[src/rtl/pin_entry_collector.sv]
// Keypad PIN collector: buffers decimal digits while a card is inserted, then
// converts them to binary on ENTER and pulses the result for one cycle.
module pin_entry_collector #(
    parameter int NUM_DIGITS     = 4,
    parameter int PIN_W          = 14,
    parameter int TIMEOUT_CYCLES = 1000000,
    parameter int TMR_W          = 20
) (
    input  logic             clk,
    input  logic             reset,
    input  logic             card_present,
    input  logic             key_valid,
    input  logic [3:0]       key_code,
    output logic [PIN_W-1:0] pin_value,
    output logic             pin_valid,
    output logic             pin_error,
    output logic             pin_cancel,
    output logic             pin_timeout,
    output logic [2:0]       digit_count,
    output logic             busy
);
    // state   | meaning
    // IDLE    | no card; buffer empty, all pulses low
    // ENTRY   | collecting keys, inactivity timer running
    // CONVERT | folding buffered digits into acc, MSD first
    // DONE    | pin_valid/pin_value presented for one cycle
    typedef enum logic [1:0] {IDLE, ENTRY, CONVERT, DONE} state_t;

    localparam int               IDX_W     = (NUM_DIGITS > 1) ? $clog2(NUM_DIGITS) : 1;
    localparam logic [2:0]       FULL      = 3'(NUM_DIGITS);
    localparam logic [IDX_W-1:0] LAST_IDX  = IDX_W'(NUM_DIGITS - 1);
    localparam logic [TMR_W-1:0] TMR_LAST  = TMR_W'(TIMEOUT_CYCLES - 1);
    localparam logic [3:0]       KEY_CLEAR = 4'hA;
    localparam logic [3:0]       KEY_BKSP  = 4'hB;
    localparam logic [3:0]       KEY_ENTER = 4'hC;

    state_t           state;
    logic [3:0]       digits [NUM_DIGITS];
    logic [2:0]       count;
    logic [IDX_W-1:0] conv_idx;
    logic [PIN_W-1:0] acc;
    logic [PIN_W-1:0] acc_next;
    logic [TMR_W-1:0] timer;
    logic             key_live;

    // E/F never count as activity, so they fall through to the timer path
    assign key_live    = key_valid && (key_code < 4'hE);
    assign acc_next    = acc * PIN_W'(10) + PIN_W'(digits[conv_idx]);
    assign digit_count = count;
    assign busy        = (state == CONVERT) || (state == DONE);

    always_ff @(posedge clk) begin
        if (reset) begin
            state       <= IDLE;
            count       <= '0;
            conv_idx    <= '0;
            acc         <= '0;
            timer       <= '0;
            pin_value   <= '0;
            pin_valid   <= 1'b0;
            pin_error   <= 1'b0;
            pin_cancel  <= 1'b0;
            pin_timeout <= 1'b0;
            for (int i = 0; i < NUM_DIGITS; i++) digits[i] <= '0;
        end else begin
            pin_value   <= '0;
            pin_valid   <= 1'b0;
            pin_error   <= 1'b0;
            pin_cancel  <= 1'b0;
            pin_timeout <= 1'b0;
            // card removal overrides everything, including a conversion in flight
            if (!card_present) begin
                state    <= IDLE;
                count    <= '0;
                conv_idx <= '0;
                acc      <= '0;
                timer    <= '0;
            end else begin
                case (state)
                    IDLE: begin
                        state <= ENTRY;
                        count <= '0;
                        timer <= '0;
                    end
                    ENTRY: begin
                        if (key_live) begin
                            timer <= '0;
                            if (key_code <= 4'd9) begin
                                if (count < FULL) begin
                                    digits[count[IDX_W-1:0]] <= key_code;
                                    count <= count + 3'd1;
                                end
                            end else begin
                                case (key_code)
                                    KEY_CLEAR: count <= '0;
                                    KEY_BKSP: if (count != 3'd0) count <= count - 3'd1;
                                    KEY_ENTER: begin
                                        if (count == FULL) begin
                                            state    <= CONVERT;
                                            acc      <= '0;
                                            conv_idx <= '0;
                                        end else begin
                                            pin_error <= 1'b1;
                                            count     <= '0;
                                        end
                                    end
                                    default: begin
                                        pin_cancel <= 1'b1;
                                        count      <= '0;
                                    end
                                endcase
                            end
                        end else if (timer == TMR_LAST) begin
                            pin_timeout <= 1'b1;
                            count       <= '0;
                            timer       <= '0;
                        end else begin
                            timer <= timer + TMR_W'(1);
                        end
                    end
                    CONVERT: begin
                        acc      <= acc_next;
                        conv_idx <= conv_idx + IDX_W'(1);
                        timer    <= '0;
                        if (conv_idx == LAST_IDX) begin
                            state     <= DONE;
                            pin_valid <= 1'b1;
                            pin_value <= acc_next;
                        end
                    end
                    DONE: begin
                        state <= ENTRY;
                        count <= '0;
                        timer <= '0;
                    end
                    default: state <= IDLE;
                endcase
            end
        end
    end
endmodule

[config.mk]
export PLATFORM = sky130hd
export DESIGN_NAME = pin_entry_collector
export DESIGN_NICKNAME = d
export VERILOG_FILES = /design/src/rtl/pin_entry_collector.sv
export SDC_FILE = /design/constraint.sdc
export NUM_CORES = 1
export LEC_CHECK = 0
export BUFFER_PORTS_ARGS = -buffer_cell sky130_fd_sc_hd__buf_2
export CAP_MARGIN = 20
export CORE_MARGIN = 4
export CORE_UTILIZATION = 44
export DETAILED_ROUTE_END_ITERATION = 8
export GPL_ROUTABILITY_DRIVEN = 0
export HOLD_SLACK_MARGIN = 0.1
export PLACE_DENSITY = 0.63
export REMOVE_ABC_BUFFERS = 1
export SYNTH_ARGS = -nofsm -noshare
export SYNTH_HDL_FRONTEND = slang
export SYNTH_SLANG_ARGS = --single-unit
[constraint.sdc]
create_clock -name clk -period 3.6 [get_ports clk]
set_input_delay 0.36 -clock clk [delete_from_list [all_inputs] [get_ports clk]]
set_output_delay 0.36 -clock clk [all_outputs]
set_load 0.02 [all_outputs]
==> metrics.md <==
| Metric | Value |
|---|---|
| Crit path cell chain | ha_1, ha_1, inv_1, fa_1, and2b_1, o22a_1, xor2_1, nand4b_1, nor4_2, xnor3_1, nor2_1 |
| Final Skew | between 0.009 and 0.01 ns |
| Routed wl met2 | approximately 3300 um |
| Comb pwr share | just over 4% |
| Slowest CP cell | fa_1 |
| Asr flop ratio synth | 0% |
| Core Area | 0.00872 mm^2 |
| Layout overhead on the synthesized area | 12.0% |
| M1 WL | 3840 um |
| Post-Syn Area | 0.00393 mm^2 |
| Total GRT Usage | between 15 and 20% |
| I/O Buffers | 29 |
| # resized after CTS | 0 |
| Worst slew pin tran | 0.753 ns |
| Met3 WL | approximately 310 um |
| Vias per inst | 5.21 |
| Synth top area share | 30.6% |
| Worst path bufs/invs | 1 |
| Total power | 1.64 mW |
| Initial antenna violation count | 0 |
| Htree depth | 3 |
| # nets final | roughly 470 |
| Leakage | between 1.5 and 2 nW |
| Clock sink count | 76 |
| CP most frequent cell | ha_1 |
| Initial DRT Pass Iterations | 4 |
| Clock Latency Late Sink | about 0.35 ns |
| Largest net degree at the start of global routing | 21 |
| RSZ-0062 raised after global routing | false |
| Vias in the first global route | 2846 |
| Synth Flop Type | dfxtp_1 |
| Crit path launch type | flip-flop |
| Hold Path Class | in -> reg |
| MaxCap Viol Count | 0 |
| Final setup violating endpoints | 0 |
| Syn Area/Cell | 9.84 um^2 |
| Num ports | 30 |
| Initial Util | 45.0% |
| Max_slew headroom | roughly 50% |
| Area of placed instances | 0.00419 mm^2 |
| N_diodes | 0 |
| Crit share post-route | a little over four fifths |
| Row count | 34 |
| Final Hold Fails | 0 |
| CP max stage delay | 0.38 ns |
| WL final | approximately 7600 um |
| TritonCTS Buffers | 9 |
| Post-synth EDFFs | 16 |
| Reg power frac | 53.6% |
| Clock slew at reported path FFs | 0.08 ns |
| Status | complete, no violations |
| Ys Warns | 0 |
| Setup bufs post-CTS | 0 |
| Crit. End Element | flip-flop |
| Final core occ | 50.4% |
| Fmax | 330 MHz |
| Layout cells sized above 1 | 13.5% |
| Crit path time final | 3.03 ns |
| TNS Setup | 0 ns |
| Antenna Nets Post-Route | 0 |
| Internal power | 1.29 mW |
| VDD IR-drop max | 0.261 mV |
| Detailed-route via count | approximately 2800 |
| CTS Root Cell | clkbuf_8 |
| #FFs+latches synth | 76 |
| NetSw | 0.356 mW |
| Pwr dens | 374 mW/mm^2 |
| CTS tree | done |
| Distinct cells, synth | 56 |
| Die Y | 102 um |
| Part of the Yosys area used for sequential elements | 42.8% |
| Share of total power in the clock network | between 40% and 50% |
| Remaining DRCs | 0 |
| CP delay by family, top | simple AND/OR/NAND/NOR gates |
| Per-cell routed wire length | 13.9 um |
| Slew Viols, Final | 0 |
| Hpwl dp | roughly 5700 um |
| Synth Instances | 399 |
| Required @ worst endpoint | 3.88 ns |
| Die area | 0.0105 mm^2 |
| Area leader, netlist | dfxtp_1 |
| Uppermost routed layer | met4 |
| Switching share of total power | a little over a fifth |
| DRT iter0 DRCs | 104 |
| Top cells by area, synth | dfxtp_1 31%, edfxtp_1 12%, ha_1 9.9%, nor2_1 5.1%, xor2_1 4.2% |
| Crit path max fanout | 4 |
| Global-route wire length before repair | 13300 um |
| Gr ovfl total | 0 |
| CP Class | reg -> reg |
| Hold Buf Count CTS | 0 |
| Clock buffer depth | 2 |
| Design Area, Final | 0.00440 mm^2 |
| Critical path arrival | 3.30 ns |
| Die width | 102 um |
==> synthesized netlist by cell type (9+ instances only) <==
cell type and instances:
nand2_1 21, nor2b_1 10, xnor2_1 15, nor2_1 53, xor2_1 19, ha_1 31, inv_1 16, and3_1 9
nand3_1 14, dfxtp_1 60, edfxtp_1 16, a21oi_1 17, and2_1 23
==> worst paths after layout <==
| check | startpoint | end | slack (ns) | depth (start not counted) |
|---|---|---|---|---|
| worst max register to register | acc[1]$_SDFFE_PP0P_ | pin_value[13]$_SDFF_PP0_ | 0.57 | 11 |
| worst max-delay path | acc[1]$_SDFFE_PP0P_ | pin_value[13]$_SDFF_PP0_ | 0.57 | 11 |
| worst min register to register | timer[0]$_SDFF_PP0_ | timer[0]$_SDFF_PP0_ | 0.46 | 1 |
| worst min-delay path | key_code[0] | digits[3][0]$_DFFE_PP_ | 0.37 | 2 |
==> state kept, by name (all words and copies together) (netlist names), named ones only <==
register,flops
digits,16
conv_idx,2
pin_timeout,1
pin_valid,1
pin_cancel,1
pin_value,14
timer,20
pin_error,1
digit_count,3
state,2
acc,13
==> power by group through the flow <==
stage / combinational [mW] / sequential, mW / clock (mW)
2_1_floorplan: 0.0425 / 0.899 / 0
6_report: 0.0668 / 0.881 / 0.696
5_1_grt: 0.0756 / 0.882 / 0.749
3_3_place_gp: 0.0662 / 0.901 / 0
3_5_place_dp: 0.0668 / 0.901 / 0
4_1_cts: 0.0672 / 0.881 / 0.712
==> final cells by class <==
type | instances | area [um^2]
clock inverters | 5 | 76.3
multi-input cells | 299 | 2150
clock buffers | 11 | 131
repair buffers | 31 | 160
inverters | 16 | 60.1
flip-flops and latches | 76 | 1680
fillers | 797 | 4330
well taps | 108 | 135
==> metal layers <==
layer  GRT usage, %  vias up
met5              0        -
met4           6.36        0
met3           3.14        7
met2           24.6       53
met1           22.5     1310
li1               -     1476
==> cells by family after synthesis <==
kind of cell,after synthesis,synth area share (%)
compound gates,59,10.2
xor+xnor,35,8.16
fa+ha+maj,33,10.9
buf+inv,24,2.36
flops,76,42.8
mux,7,3.09
simple gates,165,22.4
==> stage by stage <==
stage               setup WS, ns  instances  hold slack, ns
floorplan                  0.857        391           0.426
global placement           0.695        530           0.440
detailed placement         0.573        530           0.447
CTS                        0.546        546           0.359
global route               0.343        546           0.367
finish                     0.572        546           0.367
==> cells in the final DEF, fill, tap and decap left out, types with 3 or more instances in the layout <==
cell	instances
nor4_1	5
a22oi_1	8
edfxtp_1	16
ha_1	31
xor2_1	19
and3_1	9
or2_2	4
nor2_1	53
nand3_1	14
o211ai_1	3
nand2b_1	5
a31oi_1	3
nor2b_1	10
o21ai_0	5
dfxtp_1	60
a21oi_1	17
nand4b_1	3
buf_2	29
clkbuf_8	9
xnor2_1	15
inv_1	16
a21o_1	6
nand4_1	4
and2_1	23
nand2_1	21
mux4_2	4
Note: power is estimated with default switching activity, not from simulation.
